File: config.mk
export PLATFORM = sky130hd
export DESIGN_NAME = picport_gen
export DESIGN_NICKNAME = d
export VERILOG_FILES = /design/src/rtl/picport_gen.sv
export SDC_FILE = /design/constraint.sdc
export NUM_CORES = 1
export LEC_CHECK = 0
export BUFFER_PORTS_ARGS = -buffer_cell sky130_fd_sc_hd__buf_2
export CORE_MARGIN = 4
export CORE_UTILIZATION = 43
export DETAILED_ROUTE_END_ITERATION = 6
export GPL_ROUTABILITY_DRIVEN = 0
export PLACE_DENSITY = 0.78
export SLEW_MARGIN = 20
export SYNTH_ARGS = -nofsm -noshare
export SYNTH_HDL_FRONTEND = slang
export SYNTH_SLANG_ARGS = --single-unit
export TNS_END_PERCENT = 5
File: constraint.sdc
create_clock -name clkin -period 0.94 [get_ports clkin]
set_input_delay 0.188 -clock clkin [delete_from_list [all_inputs] [get_ports clkin]]
set_output_delay 0.188 -clock clkin [all_outputs]
set_load 0.02 [all_outputs]
File: src/rtl/picport_gen.sv
// General-purpose I/O port: output latch, direction register, pad synchroniser,
// interrupt-on-change and edge-triggered external interrupt flags.
module picport_gen #(
    parameter int                WIDTH       = 8,
    parameter logic [WIDTH-1:0]  IOC_MASK    = WIDTH'(8'hF0),
    parameter int                INT_BIT     = 0,
    parameter int                SYNC_STAGES = 2
) (
    input  logic             clkin,
    input  logic             ponrst,
    input  logic             regsel,
    input  logic             wr,
    input  logic             rd,
    input  logic [WIDTH-1:0] wdata,
    output logic [WIDTH-1:0] rdata,
    input  logic [WIDTH-1:0] pin_in,
    output logic [WIDTH-1:0] pin_out,
    output logic [WIDTH-1:0] pin_dir,
    input  logic             intedg,
    output logic             ioc_flag,
    input  logic             ioc_clr,
    output logic             int_flag,
    input  logic             int_clr,
    output logic             wake
);

    logic [WIDTH-1:0] sync_q [SYNC_STAGES];
    logic [WIDTH-1:0] sync;
    logic [WIDTH-1:0] pin_out_q, pin_out_d;
    logic [WIDTH-1:0] pin_dir_q, pin_dir_d;
    logic [WIDTH-1:0] snap_q, snap_d;
    logic             prev_q;
    logic             ioc_flag_q, ioc_flag_d;
    logic             int_flag_q, int_flag_d;
    logic             wake_q;
    logic             mismatch;
    logic             edge_det;

    assign sync = sync_q[SYNC_STAGES-1];

    // Pad synchroniser
    always_ff @(posedge clkin) begin
        if (ponrst) begin
            for (int i = 0; i < SYNC_STAGES; i++) sync_q[i] <= '0;
        end else begin
            sync_q[0] <= pin_in;
            for (int i = 1; i < SYNC_STAGES; i++) sync_q[i] <= sync_q[i-1];
        end
    end

    // Only input-configured, IOC-enabled pins can raise a change mismatch.
    assign mismatch = |(IOC_MASK & pin_dir_q & (sync ^ snap_q));
    assign edge_det = intedg ? (~prev_q & sync[INT_BIT]) : (prev_q & ~sync[INT_BIT]);

    always_comb begin
        pin_out_d  = pin_out_q;
        pin_dir_d  = pin_dir_q;
        snap_d     = snap_q;
        if (wr && !regsel) pin_out_d = wdata;
        if (wr && regsel)  pin_dir_d = wdata;
        if (rd && !regsel) snap_d    = sync & IOC_MASK;
        // A set in the same cycle as a clear wins so no event is dropped.
        ioc_flag_d = mismatch | (ioc_flag_q & ~ioc_clr);
        int_flag_d = edge_det | (int_flag_q & ~int_clr);
    end

    always_ff @(posedge clkin) begin
        if (ponrst) begin
            pin_out_q  <= '0;
            pin_dir_q  <= '1;
            snap_q     <= '0;
            prev_q     <= 1'b0;
            ioc_flag_q <= 1'b0;
            int_flag_q <= 1'b0;
            wake_q     <= 1'b0;
        end else begin
            pin_out_q  <= pin_out_d;
            pin_dir_q  <= pin_dir_d;
            snap_q     <= snap_d;
            prev_q     <= sync[INT_BIT];
            ioc_flag_q <= ioc_flag_d;
            int_flag_q <= int_flag_d;
            wake_q     <= ioc_flag_q | int_flag_q;
        end
    end

    assign rdata    = regsel ? pin_dir_q : ((pin_dir_q & sync) | (~pin_dir_q & pin_out_q));
    assign pin_out  = pin_out_q;
    assign pin_dir  = pin_dir_q;
    assign ioc_flag = ioc_flag_q;
    assign int_flag = int_flag_q;
    assign wake     = wake_q;

endmodule

After elaboration in Yosys (flattened, before gate mapping)
Memory sizes are Yosys's and may differ from the RTL's.
Cells that the tools add are included.
Storage, ports and cells
  bits of input ports: 24
  register bits: 24
  output and inout port bits: 27
  memories kept: 1
  RAM bits: 16
Operators by class
  reductions and logical operators: 5
  multiplexer cells: 7
  bitwise gates (word level): 19
Memory list
  sync_q: depth 2, width 8, read ports 2, clocked after Yosys merged registers in 0, write ports 2, RTL line 27  | logic [WIDTH-1:0] sync_q [SYNC_STAGES];
Operator list (count)
  $and 8x8->8: 3
  $mux 8: 3
  $not 8->8: 1
  $or 8x8->8: 1
  $reduce_or 8->1: 1
  $xor 8x8->8: 1
  $or 1x1->1: 5
  $and 1x1->1: 4
  $mux 1: 4
  $not 1->1: 4
  $logic_and 1x1->1: 3
  $logic_not 1->1: 1

Logic depth before layout (Yosys ltp)
An unclocked memory read counts as a cell.
  depth after elaboration: 5
  mapped depth: 5
  mapped depth without buffers: 3

Worst setup path before layout
Ideal clock, no wire load.
  kind: reg2out
  from: register pin_out_q[3], in the netlist pin_out[3]
  to: output rdata[3]
  cell stages (with the launch flop): 3
  setup slack: -0.240 ns
  arrival time: 0.992 ns
  required time: 0.752 ns
  cell sequence: dfxtp_1 -> nand2b_1 -> o21ai_0
Between the ends
  longest elaborated chain between the ends: 3
RTL lines
  from (decl): RTL line 29  | logic [WIDTH-1:0] pin_out_q, pin_out_d;
  from (signal assigned): RTL line 77  | pin_out_q <= pin_out_d;
  $and 8x8->8: RTL line 87  | assign rdata = regsel ? pin_dir_q : ((pin_dir_q & sync) | (~pin_dir_q & pin_out_q));
  $or 8x8->8: RTL line 87
  $mux 8: RTL line 87
  to (decl): RTL line 15  | output logic [WIDTH-1:0] rdata,
Every way passes these cells.

Final worst setup path
  from: register pin_dir_q[5], in the netlist pin_dir[5]
  to: output rdata[5]
Between the ends
  longest elaborated chain between the ends: 4
RTL lines
  from (decl): RTL line 30  | logic [WIDTH-1:0] pin_dir_q, pin_dir_d;
  from (signal assigned): RTL line 78  | pin_dir_q <= pin_dir_d;
  $not 8->8: RTL line 87
  $and 8x8->8: RTL line 87
  $or 8x8->8: RTL line 87
  $mux 8 (*): RTL line 87
Every way passes the cells marked *; elsewhere a longest branch is shown, timed or not.

==> flow_summary.json <==
{
  "cp-start-kind": "flip-flop",
  "critPathKind": "reg -> out",
  "cp_common_cell": "buf_6",
  "crit_slowest_cell": "dfxtp_4",
  "rsz0062_at_grt": "yes",
  "syn_to_final_growth_pct": 53.05,
  "antenna_cells": 0,
  "reg2reg_depth": 3,
  "vdd_drop_max_uv": 1099,
  "cap_violations": 0,
  "report.final.hold_viol_count": 0,
  "cts_max_level": 2,
  "ys_types": 20,
  "grt_pass1_vias": 1342,
  "ys_seq_elements": 40,
  "num_io_pins": 51,
  "cpPeakStageDelay_ns": 0.38,
  "synth_edf_count": 0,
  "violations": "negative setup slack",
  "drive_above_1_share_pct": 52.44,
  "grt_pass1_wl_mm": 5.996,
  "placed_area_um2": 1898,
  "whs_ns": 0.03126,
  "async_flop_share_pct": 0,
  "cts_buffer_depth": 2,
  "final_antenna_net_count": 0,
  "setup.worst_path.end": "rdata[5]",
  "port_buffers": 50,
  "vias": 1325,
  "setup_viol": 29,
  "nets": 248,
  "slew_violations": 0,
  "final_util_pct": 67.83,
  "cts.sinks": 40,
  "grt_start_max_net_pins": 29,
  "path_max_fanout": 4,
  "fmax_mhz": 782.5,
  "insertion_delay_ns": 0.36,
  "via_per_inst": 4.889,
  "reg2reg_setup_slack_ns": -0.21,
  "die_y_um": 66.65,
  "r2r-start": "sync_q[0][8]",
  "synth_top_area_share_pct": 54.15,
  "critPathArrivalTime_ns": 1.09,
  "drt_iter0_drc": 53,
  "syn-num-nets": 181,
  "hold_path.class": "in -> reg",
  "postCtsHoldBufs": 0,
  "netlist_area_um2": 1479,
  "ys_seq_area_share_pct": 54.15,
  "dp_hpwl_mm": 2.400,
  "pre_cts_ws_ns": -0.3017,
  "core_um2": 3337,
  "synth.most_common_cell": "dfxtp_1",
  "syn_inst": 157,
  "initial_utilization_pct": 44.32,
  "path_cells": "buf_6 > o21ai_2 > buf_6",
  "rows": 21,
  "clk_pin_slew_ns": 0.12,
  "root_buffer": "clkbuf_4",
  "syn_avg_cell_area_um2": 9.420,
  "synthTopCellsByCount": "dfxtp_1, nor2b_1, nand2_1",
  "cts_tree": "done",
  "startpoint": "pin_dir[5]",
  "worst_r2r_endpoint": "int_flag",
  "drc_errors": 0,
  "synthFlopType": "dfxtp_1",
  "end_kind": "output pin",
  "final_area_um2": 2263,
  "antenna_found_initial": 0,
  "yosysTopAreaCell": "dfxtp_1",
  "outcome": "finished, violations left",
  "totalPowerFinal_mw": 3.403,
  "leakage_nw": 0.9886,
  "period_minus_slack_ns": 1.278,
  "layout_setup_ws_ns": -0.3379,
  "globalRouteOverflowTotal": 0,
  "dr.pass1.iters": 5,
  "die-area_um2": 4442,
  "cts_made_buffers": 5,
  "period_share_pct": 135.9,
  "wl_per_cell_um": 13.34,
  "maxSlewHeadroom_pct": 62.22,
  "die_x_um": 66.65,
  "pwr_density_cell_nw_per_um2": 1503,
  "grt_usage_pct": 18.47,
  "netlist_top_cells_area": "dfxtp_1, nor2b_1, a211o_1",
  "ys.warnings.count": 0,
  "critPathRequiredTime_ns": 0.75,
  "wl_mm": 3.615,
  "final.fill_count": 268,
  "skew_ns": 0.006636,
  "tightestPinTransition_ns": 0.5656
}
[area by class of cell]
| class | count | area, µm² | share of cell area, % |
|---|---|---|---|
| clock buffer | 5 | 37.54 | 1.658 |
| clock inverter | 3 | 23.77 | 1.050 |
| multi-input combinational | 107 | 700.7 | 30.96 |
| sequential | 40 | 845.8 | 37.37 |
| tap | 46 | 57.56 | 2.543 |
| timing repair buffer | 70 | 598.1 | 26.42 |
[per-layer routing]
metal	wire (µm)	global-route usage, %	part of all wire [%]
met1	1528	20.33	42
met2	1761	30.57	49
met3	208	6.577	5.8
met4	116	10.41	3.2
met5	0	0	0
[logic make-up (layout without fill, tap and decap cells)]
logic type,count (synthesis),after routing,share of synthesized area (%)
and+or+nand+nor,63,63,23.18
buffers and inverters,10,78,2.961
DFF,40,40,54.15
AOI/OAI and AO/OA,36,36,14.64
muxes,4,4,2.707
xor gates and xnor gates,4,4,2.369
[layout by cell type, fill, tap and decap left out]
cell and count:
clkinv_4 1, nand2b_4 1, a222oi_1 1, buf_4 13, clkinvlp_4 2, or3b_2 1
dfxtp_4 6, nor2_1 6, dfxtp_2 18, a31oi_2 1, mux2i_1 4, nand2_1 16
a211o_1 8, buf_2 24, nand2b_1 9, xor2_1 4, clkbuf_4 5, nand3b_1 1
buf_12 1, o21ai_4 1, and3_1 8, nor2b_1 20, dfxtp_1 16, buf_6 32
a21oi_1 10, o21ai_2 11, nand2_2 1, o21ai_1 4
[sequential cells by signal (all words and copies together), names as in the netlist]
register and cells:
sync_q 16, pin_dir 8, pin_out 8, snap_q 4
int_flag 1, ioc_flag 1, prev_q 1, wake 1
[critical path, delay by kind of cell (launching register included)]
family                 cells  cell delay [ns]
buffers and inverters      2             0.25
DFF                        1             0.38
AOI/OAI and AO/OA          1             0.11
[how the worst min path moves through the flow]
stage	startpoint	end	slack, ns	cells after the start
floorplan	pin_in[0]	sync_q[0][0]	0.32	1
global placement	pin_in[4]	sync_q[0][4]	0.40	2
detailed placement	pin_in[2]	sync_q[0][2]	0.40	2
CTS	pin_in[6]	sync_q[0][6]	0.02	2
global route	pin_in[1]	sync_q[0][1]	0.02	2
finish	pin_in[6]	sync_q[0][6]	0.03	2
[power breakdown]
part           leakage [nW]  switching [mW]  total [mW]  internal [mW]
logic                 0.626           0.311       0.665          0.354
registers             0.335          0.0760        1.86           1.78
clock network        0.0274           0.584       0.878          0.294
total                 0.989           0.970        3.40           2.43
[metrics by stage]
stage	std cells	TNS, ns
floorplan	157	-0.1447
global placement	258	-6.063
detailed placement	258	-6.628
CTS	269	-5.756
global route	271	-7.416
finish	271	-5.513
[what timing repair did]
action,in CTS,in global routing
pin swaps,7,1
setup buffers,3,2
setup endpoints to repair,29,41
cloned,0,0
resized for setup,89,14
Power figures use the tool's default switching activity.
